===== src/rtl/rvc_asap_pkg.sv =====
// rvc_asap_pkg: shared CR region constants and address decode helper
package rvc_asap_pkg;
    localparam logic [1:0]  CR_MEM_REGION = 2'b10;
    localparam logic [11:0] CR_SEG7_BASE  = 12'h000;
    localparam logic [11:0] CR_LED        = 12'h020;
    localparam logic [11:0] CR_BTN_LVL    = 12'h024;
    localparam logic [11:0] CR_BTN_EVT    = 12'h028;
    localparam logic [11:0] CR_SWITCH     = 12'h02C;
    localparam logic [11:0] CR_IRQ_MASK   = 12'h030;
    typedef logic [31:0] t_cr_word;
    function automatic logic cr_hit(input logic [31:0] addr);
        return addr[13:12] == CR_MEM_REGION && addr[1:0] == 2'b00;
    endfunction
endpackage


===== src/rtl/rvc_asap_debounce.sv =====
// rvc_asap_debounce: 2-flop synchroniser plus counter debounce for one button, with rise pulse
module rvc_asap_debounce #(
    parameter int DEBOUNCE_CYC = 16
) (
    input  logic Clock,
    input  logic Rst,
    input  logic raw,
    output logic level,
    output logic rise
);
    localparam int CW = $clog2(DEBOUNCE_CYC + 1);
    logic s1, s2, done;
    logic [CW-1:0] cnt;
    assign done = s2 != level && cnt == CW'(DEBOUNCE_CYC - 1);
    assign rise = done && !level;
    always_ff @(posedge Clock) begin
        if (Rst) begin
            s1    <= 1'b0;
            s2    <= 1'b0;
            cnt   <= '0;
            level <= 1'b0;
        end else begin
            s1    <= raw;
            s2    <= s1;
            cnt   <= (s2 == level || done) ? '0 : cnt + CW'(1);
            level <= level ^ done;
        end
    end
endmodule


===== src/rtl/rvc_asap_cr_ctrl.sv =====
// rvc_asap_cr_ctrl: CR region registers (seg7, LED, buttons with events/irq, switches)
module rvc_asap_cr_ctrl
    import rvc_asap_pkg::*;
#(
    parameter int N_SEG7       = 6,
    parameter int LED_W        = 10,
    parameter int N_BTN        = 2,
    parameter int SW_W         = 10,
    parameter int DEBOUNCE_CYC = 16
) (
    input  logic                  Clock,
    input  logic                  Rst,
    input  logic                  RdEn,
    input  logic                  WrEn,
    input  logic [31:0]           Addr,
    input  logic [31:0]           WrData,
    output logic [31:0]           RdData,
    input  logic [N_BTN-1:0]      Button,
    input  logic [SW_W-1:0]       Switch,
    output logic [7*N_SEG7-1:0]   Seg7,
    output logic [LED_W-1:0]      Led,
    output logic                  CrIrq
);
    typedef logic [6:0]       t_seg7;
    typedef logic [N_BTN-1:0] t_btn;
    t_seg7 [N_SEG7-1:0] seg;
    logic [LED_W-1:0] led;
    t_btn lvl, rise, evt, mask, w1c;
    logic [SW_W-1:0] sw_s1, sw_s2;
    t_cr_word rd_nxt;
    logic [11:0] off;
    logic hit, unused_ok;
    assign hit       = cr_hit(Addr);
    assign off       = Addr[11:0];
    assign unused_ok = ^{Addr[31:14], WrData};
    assign w1c       = (WrEn && hit && off == CR_BTN_EVT) ? WrData[N_BTN-1:0] : '0;
    for (genvar i = 0; i < N_BTN; i++) begin : g_btn
        rvc_asap_debounce #(.DEBOUNCE_CYC(DEBOUNCE_CYC)) u_db (
            .Clock (Clock),
            .Rst   (Rst),
            .raw   (Button[i]),
            .level (lvl[i]),
            .rise  (rise[i])
        );
    end
    always_comb begin
        rd_nxt = off == CR_LED      ? 32'(led)   :
                 off == CR_BTN_LVL  ? 32'(lvl)   :
                 off == CR_BTN_EVT  ? 32'(evt)   :
                 off == CR_SWITCH   ? 32'(sw_s2) :
                 off == CR_IRQ_MASK ? 32'(mask)  : '0;
        for (int k = 0; k < N_SEG7; k++)
            if (off == CR_SEG7_BASE + 12'(4 * k)) rd_nxt = 32'(seg[k]);
    end
    always_ff @(posedge Clock) begin
        if (Rst) begin
            RdData <= '0;
            seg    <= '0;
            led    <= '0;
            evt    <= '0;
            mask   <= '0;
            sw_s1  <= '0;
            sw_s2  <= '0;
        end else begin
            if (RdEn && hit) RdData <= rd_nxt;
            if (WrEn && hit) begin
                for (int k = 0; k < N_SEG7; k++)
                    if (off == CR_SEG7_BASE + 12'(4 * k)) seg[k] <= WrData[6:0];
                if (off == CR_LED) led <= WrData[LED_W-1:0];
                if (off == CR_IRQ_MASK) mask <= WrData[N_BTN-1:0];
            end
            // a rise on the same edge as a W1C clear wins
            evt   <= (evt & ~w1c) | rise;
            sw_s1 <= Switch;
            sw_s2 <= sw_s1;
        end
    end
    assign Seg7  = seg;
    assign Led   = led;
    assign CrIrq = |(evt & mask);
endmodule


===== config.mk =====
export PLATFORM = sky130hd
export DESIGN_NAME = rvc_asap_cr_ctrl
export DESIGN_NICKNAME = d
export VERILOG_FILES = /design/src/rtl/rvc_asap_pkg.sv /design/src/rtl/rvc_asap_debounce.sv /design/src/rtl/rvc_asap_cr_ctrl.sv
export SDC_FILE = /design/constraint.sdc
export NUM_CORES = 1
export LEC_CHECK = 0
export CELL_PAD_IN_SITES_DETAIL_PLACEMENT = 1
export CELL_PAD_IN_SITES_GLOBAL_PLACEMENT = 2
export CORE_MARGIN = 2
export CORE_UTILIZATION = 27
export CTS_BUF_LIST = sky130_fd_sc_hd__clkbuf_8
export DETAILED_ROUTE_END_ITERATION = 10
export PLACE_DENSITY_LB_ADDON = 0.1
export SKIP_LAST_GASP = 1
export SYNTH_ARGS = -nofsm -noshare
export SYNTH_HDL_FRONTEND = slang
export SYNTH_SLANG_ARGS = --single-unit

===== constraint.sdc =====
create_clock -name Clock -period 2.26 [get_ports Clock]
set_clock_uncertainty 0.1 [all_clocks]
set_input_delay 0.339 -clock Clock [delete_from_list [all_inputs] [get_ports Clock]]
set_output_delay 0.339 -clock Clock [all_outputs]
set_load 0.05 [all_outputs]

==> results.tsv <==
stage	metric	value	unit
cts	postCtsSetupRepairBufs	0	
detailed_routing	drtPass1Iterations	6	
critical_path	crit_path_end_kind	output pin	
detailed_routing	drc	0	
power_and_ir_drop	sw_frac_of_total	0.268	
cts	htreeDepth	3	
floorplan	initial_utilization	0.276	
cts	tritoncts	yes	
detailed_routing	drtAntennaViolNets	0	
synth	synthArstFlopShare	0	
critical_path	crit_type	flop to output pin	
critical_path	critPathMaxFanout	3	
worst_hold_path	hold_class	input port to flop	
power_and_ir_drop	peakVddDrop	0.235	mV
power_and_ir_drop	pwr-share-comb	0.110	
synth	syn_inst	492	
detailed_routing	num_vias	3884	
timing	slew_headroom	0.625	
global_routing	grt.met3_usage	0.0427	
critical_path	crit_arrival	1710	ps
timing	rsz0062_at_grt	no	
synth	synth_seq_cells	102	
power_and_ir_drop	p_seq_frac	0.552	
placed_design	routabilityCongestion	0.769	
floorplan	die_w	134	µm
timing	hold_viol_final	0	
synth	ys.flop_type	dfxtp_1	
global_routing	grt_pass1_vias	4033	
floorplan	core	16500	µm²
cts	clock_sinks	102	
power_and_ir_drop	power_frac_clock	0.338	
synth	netlist.area_leader.share	0.448	
synth	synth.distinct_cells	47	
floorplan	io_pins	165	
layout	multi_input_comb_area	2280	µm²
layout	fill_cells	1897	
detailed_routing	routed_wl	13900	µm
placed_design	io_buffers	102	
placed_design	place_area	6150	µm²
cts	cts_resized	0	
floorplan	rows	47	
cts	cts_inserted_buffers	9	
global_routing	grt-ovfl-total	0	
power_and_ir_drop	p_per_area	522	nW/µm²
synth	synthTopCellsByArea	dfxtp_1 45%, mux2i_1 12%, nor2_1 6.7%	
synth	post-synth-top-area-cell	dfxtp_1	
cts	root_buffer	clkbuf_8	
layout	nets	719	
detailed_routing	drtIter0Drc	113	
synth	ys_seq_area_frac	0.448	
global_routing	use_met1	0.199	
detailed_routing	wire_per_inst	16.1	µm
layout	seq_area	2040	µm²
synth	synth_area	4550	µm²
cts	path_clk_slew	100	ps
floorplan	die_h	134	µm
synth	synth.avg_cell_area	9.26	µm²
flow_run	maxCapViolCount	0	
global_routing	grt.busiest_layer	met2	
global_routing	grt_max_degree	40	
critical_path	cp.required	1820	ps
layout	drive_gt1_frac	0.142	
timing	worst_slew_pin_slew	561	ps
timing	slew_violations	0	
timing	max_clock_freq	0.465	GHz
global_routing	grt_use_total	0.158	
placed_design	dp_hpwl	10900	µm
layout	insertedDiodeCount	0	
critical_path	cp-start-kind	flop	
layout	area_delta_synth_final	39.1	%
power_and_ir_drop	p_sw	886	µW
global_routing	grt_pass1_wl	22000	µm
power_and_ir_drop	p_int	2420	µW
synth	synth_edf_count	0	
synth	yosysWarnings	0	
layout	fin_area	6330	µm²
timing	period_needed	2150	ps
global_routing	met2_usage	0.269	
cts	postCtsHoldBufs	0	
cts	clock_latency	390	ps
power_and_ir_drop	p_total	3310	µW
timing	setup_viol	0	
power_and_ir_drop	p_leak	0.00226	µW
detailed_routing	routed_via_density	4.52	
cts	cts.path.max_buffers	2	
global_routing	antenna_found_initial	1	
floorplan	dieArea	17900	µm²
timing	period_share	0.952	
run_status	status	completed	
## sequential cells by signal, indices dropped and copies added (netlist names), named ones only
name,cells
evt,2
sw_s2,10
Seg7,42
RdData,10
sw_s1,10
g_btn.u_db.s2,2
g_btn.u_db.cnt,10
mask,2
Led,10
g_btn.u_db.s1,2
## worst paths after layout
path	end	slack (ps)	cells past startpoint	from
max	CrIrq	110	2	evt[1]
min reg2reg	g_btn[1].u_db.s2	350	1	g_btn[1].u_db.s1
min	sw_s1[4]	280	3	Rst
max reg2reg	g_btn[1].u_db.cnt[3]	550	5	g_btn[1].u_db.cnt[0]
## metrics by stage
step / utilization / instances / hold slack, ps / setup WS (ps) / setup TNS, ps
6_report: 0.383 / 860 / 281 / 109 / 0
5_1_grt: 0.383 / 860 / 293 / 43.6 / 0
4_1_cts: 0.383 / 860 / 278 / 79.2 / 0
3_5_place_dp: 0.372 / 844 / 325 / -258 / -10360
3_3_place_gp: 0.372 / 844 / 318 / -225 / -8940
2_1_floorplan: - / 513 / 314 / 326 / 0
## Yosys cell counts (all sizes together), types with 4 or more instances
master	n
dfxtp	102
mux2i	53
nor2b	26
a22o	6
nand2	27
nor4	5
nor3	15
inv	11
buf	26
or3	4
nand3	7
ha	4
mux2	6
and2	4
o21ai	8
a22oi	8
nand2b	5
nand4	4
nor2	81
xnor2	4
a21oi	26
clkbuf	22
a211oi	7
## layout make-up
class                      count  share of cell area
inverter                      12             0.00711
multi-input combinational    351               0.360
clock buffer                  11              0.0239
timing repair buffer         159               0.238
sequential                   102               0.322
clock inverter                 5             0.00533
tap                          220              0.0435
## critical path, stage by stage (launching register included)
cell and delay [ps]:
dfxtp_1 370, a22o_1 160, clkdlybuf4s50_1 800
## placed cells by master (no fill, tap or decap), types with 11 or more instances in the layout
cell type,netlist,final
a21oi_1,26,26
buf_4,22,52
clkbuf_8,0,11
clkdlybuf4s50_1,0,101
conb_1,1,22
dfxtp_1,102,102
inv_1,11,12
mux2i_1,53,53
nand2_1,26,26
nor2_1,81,81
nor2b_1,26,26
nor3_1,11,11
## power by group through the flow
stage               clock network [µW]  logic, µW  registers [µW]
floorplan                            0        227            1870
global route                      1230        393            1830
finish                            1120        365            1820
detailed placement                   0        368            1870
global placement                     0        364            1870
CTS                               1170        369            1820
## cell families after synthesis
family	share of synthesized area
muxes	0.131
DFF	0.448
buffers and inverters	0.0695
adders and majority gates	0.0110
xor gates and xnor gates	0.0135
and+or+nand+nor	0.220
AOI/OAI and AO/OA	0.105
other	0.000823
## per-layer routing
metal / vias up / part of all wire
met1: 1842 / 0.46
met2: 81 / 0.48
met3: 17 / 0.051
li1: 1942 / -
met5: - / 0.00094
met4: 2 / 0.011
No activity file was read; power rests on OpenSTA's default activity.
